[config.mk]
export PLATFORM = sky130hd
export DESIGN_NAME = bcd_updown_chain
export DESIGN_NICKNAME = d
export VERILOG_FILES = /design/src/rtl/bcd_updown_chain.sv
export SDC_FILE = /design/constraint.sdc
export NUM_CORES = 1
export LEC_CHECK = 0
export CAP_MARGIN = 20
export CORE_MARGIN = 8
export CORE_UTILIZATION = 54
export DETAILED_ROUTE_END_ITERATION = 10
export PLACE_DENSITY_LB_ADDON = 0.25
export RECOVER_POWER = 25
export SETUP_SLACK_MARGIN = 0.4
export SYNTH_ARGS = -nofsm -noshare
export SYNTH_HDL_FRONTEND = slang
export SYNTH_SLANG_ARGS = --single-unit
[constraint.sdc]
create_clock -name clk -period 3.2 [get_ports clk]
set_input_delay 0.32 -clock clk [delete_from_list [all_inputs] [get_ports clk]]
set_output_delay 0.32 -clock clk [all_outputs]
set_load 0.1 [all_outputs]
[src/rtl/bcd_updown_chain.sv]
// Multi-digit BCD up/down counter with ripple carry/borrow, parallel load,
// wrap/saturate limits, terminal count and overflow / bad-load pulses.
module bcd_updown_chain #(
  parameter int DIGITS = 4
) (
  input  logic                clk,
  input  logic                rst,
  input  logic                ce,
  input  logic                up,
  input  logic                sat,
  input  logic                load,
  input  logic [4*DIGITS-1:0] din,
  output logic [4*DIGITS-1:0] q,
  output logic                tc,
  output logic                ovf,
  output logic                bad_load
);

  logic [DIGITS-1:0][3:0] cnt_q, cnt_d;
  logic [DIGITS:0]        lower_max, lower_min;
  logic [DIGITS-1:0]      nib_bad;
  logic                   at_max, at_min, at_limit, hold_limit;
  logic                   ovf_q, ovf_d, bad_q, bad_d;

  // lower_max[k] / lower_min[k]: every digit below k is 9 / 0
  assign lower_max[0] = 1'b1;
  assign lower_min[0] = 1'b1;

  generate
    for (genvar gi = 0; gi < DIGITS; gi++) begin : g_digit
      logic [3:0] cur, ld_val, inc_val, dec_val;
      logic       step;

      assign cur              = cnt_q[gi];
      assign nib_bad[gi]      = din[4*gi +: 4] > 4'd9;
      assign ld_val           = nib_bad[gi] ? 4'd9 : din[4*gi +: 4];
      assign lower_max[gi+1]  = lower_max[gi] & (cur == 4'd9);
      assign lower_min[gi+1]  = lower_min[gi] & (cur == 4'd0);
      assign inc_val          = (cur == 4'd9) ? 4'd0 : cur + 4'd1;
      assign dec_val          = (cur == 4'd0) ? 4'd9 : cur - 4'd1;
      assign step             = ce & ~hold_limit & (up ? lower_max[gi] : lower_min[gi]);
      assign cnt_d[gi]        = load ? ld_val : (step ? (up ? inc_val : dec_val) : cur);
    end
  endgenerate

  assign at_max     = lower_max[DIGITS];
  assign at_min     = lower_min[DIGITS];
  assign at_limit   = up ? at_max : at_min;
  // Saturation freezes every digit; wrap falls out of the ripple naturally.
  assign hold_limit = sat & at_limit;
  assign tc         = ce & ~load & at_limit;
  assign ovf_d      = tc;
  assign bad_d      = load & (|nib_bad);

  always_ff @(posedge clk or posedge rst) begin
    if (rst) begin
      cnt_q <= '0;
      ovf_q <= 1'b0;
      bad_q <= 1'b0;
    end else begin
      cnt_q <= cnt_d;
      ovf_q <= ovf_d;
      bad_q <= bad_d;
    end
  end

  assign q        = cnt_q;
  assign ovf      = ovf_q;
  assign bad_load = bad_q;

endmodule

* Word level (Yosys, flattened, before mapping)
Index checks and enable logic that the tools add are counted.
** Storage, ports and cells
- Word-level logic and storage cells :: 75
- Input bits :: 22
- Bits in registers :: 18
- Output and inout port bits :: 19
** Operators by class
- Reductions and logical operators :: 9
- Equal/unequal tests :: 4
- Add/sub/neg operators :: 8
- Bitwise logic cells :: 16
- Order comparisons :: 4
- Muxes and demuxes :: 28
** Operators by type and width (count)
- $mux W4 :: 24
- $add A4 B1 Y4 const B :: 4
- $eq A4 B4 Y1 const B :: 4
- $gt A4 B4 Y1 const B :: 4
- $logic_not A4 Y1 :: 4
- $sub A4 B1 Y4 const B :: 4
- $and A1 B1 Y1 :: 14
- $reduce_bool A2 Y1 :: 4
- $mux W1 :: 4
- $reduce_or A4 Y1 :: 1
- $not A1 Y1 :: 2

* Longest topological paths before layout
Gate-level depths: netlist of the first run.
- Depth after elaboration :: 11
- Gate-level depth with buffers :: 7
- Depth with buffers taken out :: 5

* Worst setup path before layout of the first run
No wires, ideal clock.
- Path kind :: flip-flop to flip-flop
- Start :: register cnt_q (netlist bit g_digit[0].cur[3])
- End :: register ovf_q, in the netlist ovf
- Required time :: 2.776 ns
- Period minus slack after synthesis :: 4.891 ns
- Setup time :: 0.424 ns
- Arrival :: 4.468 ns
- Path buffers :: 0
- Slack :: -1.691 ns
- Cell stages (with the launch flop) :: 4
- Path through :: dfrtp_1 > and3_1 > o211ai_4 > nor4_1
** Between the ends
- Cells in the longest elaborated chain, start to end :: 6
- Elaborated cells on any way between the ends :: 10
- Those cells by class :: eq/ne: 1; mux: 1; bitwise: 7; reduce/logical: 1
** Ends and longest elaborated chain
- start: declaration :: line 19 : logic [DIGITS-1:0][3:0] cnt_q, cnt_d;
- start signal: assignment :: line 61 : cnt_q <= cnt_d;
- $eq A4 B4 Y1 / $logic_not A4 Y1 (equally long branches) :: line 37, 38
- $and A1 B1 Y1 (on tied branches) (3 in series) :: line 37, 38
- $mux W1 * :: line 48 : assign at_limit = up ? at_max : at_min;
- $and A1 B1 Y1 * :: line 51 : assign tc = ce & ~load & at_limit;
- named net tc :: line 14 : output logic tc,
- end signal: assignment :: line 62 : ovf_q <= ovf_d;
- end: declaration :: line 23 : logic ovf_q, ovf_d, bad_q, bad_d;
Mark *: on every way through the listed nets, which the timed path passes. The rest lies on a longest branch.
A chain may end at the register's enable or synchronous reset.

* Final worst setup path of the first run
- Start :: input up
- End :: output tc
** Between the ends
- Cells in the longest elaborated chain, start to end :: 2
** Ends and longest elaborated chain
- start: declaration :: line 9 : input logic up,
- $mux W1 :: line 48
- $and A1 B1 Y1 :: line 51
- end: declaration :: line 14
No other way between the ends.

==> reports/qor.txt, run 1 <==
Status - finished clean
Clock slew at reported path FFs - 0.12 ns
DIE HEIGHT - 72.1 um
Net Switching - 0.429 mW
Type of the worst setup path - in -> out
Die Width - 72.1 um
Sw Share - 48.1%
Hold Path Class - in -> async
CP arrival - 2.23 ns
Mapped Cells - 204
Cts hold-fix bufs - 0
Number of setup buffers added after CTS - 0
Most common cell in the netlist - dfrtp_1
DR DRC count - 0
Critical path fanouts, max - 42
Final net count - 254
GRT Resource Usage Total - 17.4%
H-tree Lvls - 1
Fin util - 70.3%
Via Count - 1661
Vias in the first global route - 1578
First drt pass iteration count - 4
Hold Slack - 0.588 ns
Initial drt markers - 179
Starting density of the core - 56.1%
Core Box Area - 0.00303 mm^2
Area of the mapped netlist - 0.00170 mm^2
Crit path launch type - input pin
Port bufs - 40
Worst Reg-to-Reg Cells - 5
CP endpoint kind - output pin
Flop pwr share - 35.3%
Worst slew margin - 34.6%
Overall power - 0.892 mW
Max-cap violation count - 0
Post-CTS sizing - 0
Synth unique cells - 56
Clock Power Share - 16.6%
Layout cell share with drive strength beyond 1 - 16.9%
Final Hold Viols - 0
Global route total overflow - 0
Storage element area - 465 um^2
Fin. max-slew vios - 0
Req. time, crit path - 2.88 ns
Final setup fails - 0
Post-DP HPWL - 3.30 mm
Fill count - 247
R2R Path End - g_digit[0].cur[1]
Period utilisation layout - 79.7%
Root Driver - clkbuf_4
Antenna violations before repair - 0
Routed length per instance - 16.3 um
Total Wirelength - 4.48 mm
Cell Pwr Density - 419 mW/mm^2
FMAX - 392 MHz
Internal power - 0.463 mW
EDFF count, synth - 0
Placement Rows - 20
GPL Wtd Cong - 0.801
CTS sink cnt - 18
Synth warn - 0
Largest cells by area after synthesis - dfrtp_1, o21ai_0, mux2i_1
Diodes inserted - 0
CTS tree - built
Layout area overhead - 25.3%
Top FF cell, synth - dfrtp_1
Die area - 0.00519 mm^2
Multi-input logic area - 0.00113 mm^2
Via density - 6.04
Most common library cells after synthesis - dfrtp_1, o21ai_0, nor2_1
Clock Tree Buf Depth - 2
Setup TNS - 0 ns
Seq cells post-synth - 18
Final min period - 2.55 ns
Asr flop ratio synth - 100%
FF-to-FF Start - g_digit[2].cur[0]
Dominant cell type by area after synthesis - dfrtp_1
Pin count of the biggest net entering global routing - 43
Total CTS buffers - 3
RSZ-0062 raised after global routing - false
Flop2flop setup slack - 1.08 ns
Maximum vdd drop - 0.331 mV
First-pass GRT wire length - 7.42 mm
Sequential cell area fraction in the yosys report - 26.5%
Worst-Skew Late Latency - 0.29 ns
Syn_area_per_cell - 8.32 um^2
Combinational Power Share - 48.1%
Final ANT Viol Nets - 0
Syn nets - 226
# IOs - 41
Worst Tran Pin Value - 0.977 ns
Clock Skews - 0.00670 ns
Top cell type's share of synthesized area - 26.5%
Lkg Pwr - 0.804 nW
-- critical path, cell delays in order --
cell	delay [ns]
clkdlybuf4s50_1	0.45
buf_4	0.37
and3_1	0.28
o21ai_2	0.16
nor4_4	0.41
buf_12	0.22
-- final cells by class --
type                    instances  share of cell area, %
repair buffers                 42                   19.3
flip-flops and latches         18                   21.9
clock buffers                   4                   1.70
multi-input cells             160                   53.3
inverters                       7                   1.23
well taps                      44                   2.59
-- power groups by stage --
| stage | logic [mW] | clock network (mW) | registers (mW) |
|---|---|---|---|
| after floorplan | 0.203 | 0 | 0.440 |
| after global placement | 0.416 | 0 | 0.313 |
| after detailed placement | 0.429 | 0 | 0.318 |
| after CTS | 0.432 | 0.151 | 0.314 |
| after global routing | 0.454 | 0.163 | 0.323 |
| final | 0.429 | 0.148 | 0.315 |
-- registers in the layout (all words and copies together) (netlist names) --
name         cells
bad_load         1
g_digit.cur     16
ovf              1
-- metrics by stage --
| step | setup WS (ns) | std cells | area [um^2] |
|---|---|---|---|
| 6_report | 0.650 | 275 | 2130 |
| 3_5_place_dp | 0.577 | 271 | 2090 |
| 3_3_place_gp | 0.666 | 271 | 2090 |
| 5_1_grt | 0.537 | 275 | 2130 |
| 2_1_floorplan | 0.423 | 204 | 1730 |
| 4_1_cts | 0.634 | 275 | 2130 |
-- layer usage --
metal / GRT usage (%) / vias up / wire, um
met5: 0 / - / 0
met4: 5.67 / 0 / 48
met3: 3.99 / 6 / 249
met2: 29.3 / 44 / 2280
met1: 21.3 / 804 / 1910
li1: - / 807 / -
-- worst max-delay path by stage --
stage                                 start           endpoint  slack (ns)  cells after the start
after floorplan           g_digit[3].cur[2]                 tc        0.42                      3
final                                    up                 tc        0.65                      6
after global routing                     up                 tc        0.54                      6
after global placement                   up  g_digit[0].cur[1]        0.67                      7
after CTS                                up                 tc        0.63                      6
after detailed placement                 up  g_digit[0].cur[1]        0.58                      7
-- layout by cell type, fill, tap and decap left out, types with 2 or more instances in the layout --
master           count
a21oi_1              6
and2_1               3
o211ai_1             3
nand4b_1             3
o21ai_0             17
inv_1                7
clkdlybuf4s50_1     32
nor2b_1              3
nand2_1             14
nor3_2               2
nor2_1              15
o21ai_1             12
nand3b_1             6
o21a_1               2
a211oi_1             3
nor3b_1              2
a22oi_1              3
and3_1               4
dfrtp_2             12
o22ai_1              4
xor2_1               4
nor4_4               2
dfrtp_1              6
nand3_1              3
o21bai_1             2
nor3_1               3
o31a_1               2
buf_4                8
xnor2_1              5
a221oi_1             2
nor4_1               3
nand2b_1             2
a221o_1              2
clkbuf_4             3
mux2i_1              7
-- cell families (layout without fill, tap and decap cells) --
| logic type | after synthesis | in the layout | share of synthesized area, % |
|---|---|---|---|
| compound gates | 73 | 73 | 32.1 |
| mux | 7 | 7 | 4.13 |
| xor+xnor | 9 | 9 | 4.64 |
| simple gates | 71 | 71 | 25.1 |
| buf+inv | 26 | 53 | 7.52 |
| flops | 18 | 18 | 26.5 |
Note: power is estimated with default switching activity, not from simulation.
==> inputs of run 2 (changes only) <==
Settings changed: CORE_UTILIZATION 54 to 50.
Clock period 3.2 ns to 2.4 ns, I/O delays scaled along.
==> run 2 against run 1 <==
- critical endpoint unchanged
- worst setup slack worse by 0.26 ns
- core utilization grew 1.9 points
- via count up 5.3%
- total power grew 44%
- first-iteration DRC count grew 12%
- final area grew 12%
- non-clock buffer count rose by 19
- clock skew up 0.0016 ns
- largest cell class unchanged
- sequential power increased by 34%
- hold slack got worse by 0.10 ns
- final cell count is 7.6% higher
- routed wire length up 8.7%
==> reports/qor.txt, run 2 (synthesis results as in run 1) <==
CP endpoint kind - output pin
Cell Pwr Density - 536 mW/mm^2
Port bufs - 40
Root Driver - clkbuf_4
Combinational Power Share - 51.2%
Antenna violations before repair - 0
CTS sink cnt - 18
Die Width - 74.3 um
Total Wirelength - 4.87 mm
GPL Wtd Cong - 0.778
Via density - 5.91
Final setup fails - 0
Clock slew at reported path FFs - 0.13 ns
Req. time, crit path - 2.16 ns
Starting density of the core - 51.3%
Layout area overhead - 40.8%
Die area - 0.00552 mm^2
FMAX - 497 MHz
Status - finished clean
Fill count - 255
Layout cell share with drive strength beyond 1 - 32.4%
Maximum vdd drop - 0.231 mV
Global route total overflow - 0
CTS tree - built
Type of the worst setup path - reg -> out
Pre-CTS WS - 0.0572 ns
Final ANT Viol Nets - 0
Fin. max-slew vios - 0
Via Count - 1749
DR DRC count - 0
Critical path fanouts, max - 6
First-pass GRT wire length - 7.79 mm
Net Switching - 0.606 mW
H-tree Lvls - 1
Worst-Skew Late Latency - 0.30 ns
RSZ-0062 raised after global routing - true
Clock Skews - 0.00832 ns
Crit path launch type - flip-flop
Max-cap violation count - 0
Flop2flop setup slack - 0.47 ns
GRT Resource Usage Total - 17.7%
Final Hold Viols - 0
Vias in the first global route - 1623
Period utilisation layout - 83.8%
Core Box Area - 0.00331 mm^2
Largest register FFs - 16
Post-DP HPWL - 3.11 mm
Initial drt markers - 201
Flop pwr share - 32.9%
Hold Slack - 0.484 ns
Total CTS buffers - 3
Most common cell after layout, fill and taps aside - buf_4
# IOs - 41
Placement Rows - 21
Worst slew margin - 50.9%
Worst Tran Pin Value - 0.735 ns
Sw Share - 47.3%
Pin count of the biggest net entering global routing - 23
Routed length per instance - 16.5 um
Clock Power Share - 15.9%
DIE HEIGHT - 74.3 um
First drt pass iteration count - 6
Most frequent cells in the layout - buf_4, clkdlybuf4s50_1, o21ai_0, nand2_1
CP arrival - 1.77 ns
Clock Tree Buf Depth - 2
Diodes inserted - 0
Final min period - 2.01 ns
Worst Slack Setup Final - 0.390 ns
Internal power - 0.675 mW
Hold Path Class - in -> async
Lkg Pwr - 0.943 nW
Final net count - 273
## run 2: power groups by stage
stage               Clock [mW]  Combinational [mW]  Sequential, mW
floorplan                    0               0.283           0.602
global placement             0               0.561           0.441
detailed placement           0               0.567           0.442
CTS                      0.203               0.628           0.423
global route             0.219               0.696           0.430
finish                   0.204               0.656           0.421
## run 2: what timing repair did
item                       4_1_cts  5_1_grt
setup buffers                    9        7
hold buffers                     0        0
setup endpoints to repair        2        5
gates resized for setup         10        1
pin swaps                        3        4
gates cloned                     1        0
## run 2: cell type report
| type | count | area (um^2) | area share [%] |
|---|---|---|---|
| clock buffers | 4 | 36.3 | 1.52 |
| multi-input cells | 160 | 1210 | 50.7 |
| inverters | 7 | 26.3 | 1.10 |
| flip-flops and latches | 18 | 498 | 20.8 |
| repair buffers | 61 | 559 | 23.4 |
| well taps | 46 | 57.6 | 2.41 |
## run 2: worst paths after layout
kind | cells after the start | startpoint | endpoint
max | 4 | g_digit[1].cur[3] | tc
min | 2 | rst | g_digit[1].cur[2]
max reg2reg | 6 | g_digit[1].cur[3] | g_digit[3].cur[1]
min reg2reg | 2 | g_digit[1].cur[3] | g_digit[1].cur[3]
max in group asynchronous | 2 | rst | g_digit[0].cur[2]
min in group clk | 3 | din[10] | g_digit[2].cur[2]
## run 2: metal layers
layer  GRT usage [%]  wire (um)
met1            22.8       2110
met2            29.6       2380
met3            2.16        315
met4            6.09         66
met5               0          0
## run 2: per-stage QoR
step	std cells	setup TNS (ns)	power (mW)	util, %	area, um^2
2_1_floorplan	204	-0.186	0.884	-	1800
3_3_place_gp	275	0	1.00	65.0	2150
5_1_grt	296	0	1.35	72.2	2390
3_5_place_dp	275	0	1.01	65.0	2150
6_report	296	0	1.28	72.2	2390
4_1_cts	289	0	1.25	70.4	2330
## run 2: worst max-delay path, cell delays in order, from the launching register on
cell,delay [ns]
dfrtp_4,0.54
nor3_4,0.23
o21ai_4,0.12
nor4_4,0.34
buf_12,0.22
==> inputs of run 3 (changes only) <==
Clock period 2.4 ns to 1.9 ns, I/O delays scaled along.
==> run 3 against run 2 <==
- the flow now finishes with violations (setup timing)
- sequential power increased by 16%
- flip-flop and latch count unchanged
- highest routed layer unchanged
- total power up 35%
- clock-buffer cell count stayed put
- global-route usage rose by 3.1 points
- critical endpoint is now g_digit[0].cur[3]
- final cell count up 13%
- core utilization is 10 points higher
- non-clock buffer count rose by 37
- first-iteration DRC count is 24% higher
- die area stayed put
==> reports/qor.txt, run 3 (synthesis results as in run 1) <==
Worst slew margin - 29.4%
Starting density of the core - 51.3%
Worst Slack Setup Final - -0.156 ns
CTS sink cnt - 18
Layout cell share with drive strength beyond 1 - 43.2%
Period utilisation layout - 108%
Fin util - 82.6%
Fill count - 193
Overall power - 1.73 mW
Cts hold-fix bufs - 0
RSZ-0062 raised after global routing - true
H-tree Lvls - 1
Final Hold Viols - 0
FMAX - 486 MHz
DIE HEIGHT - 74.3 um
Setup TNS - -1.03 ns
Lkg Pwr - 1.14 nW
Via Count - 1970
Largest register FFs - 16
Most common cell after layout, fill and taps aside - buf_4
Clock slew at reported path FFs - 0.13 ns
Placement Rows - 21
Final min period - 2.06 ns
Root Driver - clkbuf_4
Layout area overhead - 61.1%
Pin count of the biggest net entering global routing - 23
Hold Path Class - in -> reg
CP arrival - 2.27 ns
Maximum vdd drop - 0.417 mV
Worst Reg-to-Reg Cells - 9
Critical path fanouts, max - 3
First drt pass iteration count - 4
Sw Share - 47.1%
Combinational Power Share - 58.8%
Initial drt markers - 250
Total CTS buffers - 3
Cell Pwr Density - 634 mW/mm^2
Post-DP HPWL - 3.69 mm
Antenna violations before repair - 0
Storage element area - 498 um^2
Clock Skews - 0.0158 ns
Clock Power Share - 13.0%
Die Width - 74.3 um
CP endpoint kind - flip-flop
Worst Tran Pin Value - 1.06 ns
CTS tree - built
Setup crit start - g_digit[1].cur[0]
Req. time, crit path - 2.12 ns
Global route total overflow - 0
Port bufs - 40
Internal power - 0.916 mW
Most frequent cells in the layout - buf_4, clkdlybuf4s50_1, o21ai_0, nand2_1, nor2_1
Final ANT Viol Nets - 0
Final setup fails - 12
Net Switching - 0.817 mW
Type of the worst setup path - reg -> reg
Pre-CTS WS - -0.330 ns
Die area - 0.00552 mm^2
Fin. max-slew vios - 0
Failing checks - setup timing
Hold Path Sink - g_digit[1].cur[1]
GPL Wtd Cong - 0.856
Multi-input logic area - 0.00123 mm^2
Clock Tree Buf Depth - 2
Routed length per instance - 18.3 um
DR DRC count - 0
WHS Path Cells - 3
Status - complete, but fails checks
First-pass GRT wire length - 9.05 mm
Total Wirelength - 6.10 mm
FF-to-FF Start - g_digit[1].cur[0]
Via density - 5.92
GRT Resource Usage Total - 20.8%
Flop pwr share - 28.2%
Crit path launch type - flip-flop
Core Box Area - 0.00331 mm^2
Vias in the first global route - 1887
Flop2flop setup slack - -0.16 ns
HP Start - din[5]
Max-cap violation count - 0
Final net count - 310
# IOs - 41
R2R Path End - g_digit[0].cur[3]
Diodes inserted - 0
Worst-Skew Late Latency - 0.32 ns
[run 3: per-layer routing]
layer	part of all wire [%]	global-route usage, %	vias up	wire length, um
li1	-	-	922	-
met1	39	23.5	946	2350
met4	2.8	7.83	0	173
met5	0	0	-	0
met3	6.4	3.64	17	388
met2	52	37.8	85	3180
[run 3: power by group through the flow]
stage                     clock network, mW  logic (mW)  registers, mW
final                                 0.225        1.02          0.489
after global routing                  0.249        1.07          0.494
after CTS                             0.220       0.945          0.491
after detailed placement                  0       0.859          0.513
after global placement                    0       0.836          0.509
after floorplan                           0       0.361          0.760
[run 3: what timing repair did]
| item | in CTS | in global routing |
|---|---|---|
| endpoints found under the setup margin | 18 | 20 |
| setup buffers | 16 | 9 |
| cloned | 1 | 0 |
| pin swaps | 15 | 13 |
| resized for setup | 14 | 13 |
[run 3: final cells by class]
type                       count  share of cell area, %
timing repair buffer          98                   32.6
inverter                       7                  0.961
sequential                    18                   18.2
multi-input combinational    160                   45.2
tap                           46                   2.10
clock buffer                   4                  0.961
[run 3: stage by stage]
stage	hold WS (ns)	std cells	cell area, um^2
2_1_floorplan	0.128	204	1810
3_3_place_gp	0.521	303	2380
3_5_place_dp	0.535	303	2380
4_1_cts	0.195	324	2630
5_1_grt	0.436	333	2740
6_report	0.427	333	2740
[run 3: worst max-delay path, cell delays in order (launching register included)]
cell and delay, ns:
dfrtp_4 0.53, nor3_4 0.22, o21ai_4 0.08, buf_6 0.12
buf_6 0.11, buf_6 0.11, o41ai_4 0.31, buf_4 0.19
mux2i_1 0.18, o21ai_1 0.09
[run 3: worst max path at each step]
stage / end / slack, ns / cells after the start
after floorplan: ovf / -0.59 / 4
final: g_digit[0].cur[3] / -0.16 / 9
after global routing: g_digit[0].cur[3] / -0.25 / 9
after global placement: g_digit[0].cur[3] / -0.22 / 8
after CTS: tc / -0.16 / 5
after detailed placement: g_digit[3].cur[2] / -0.33 / 9
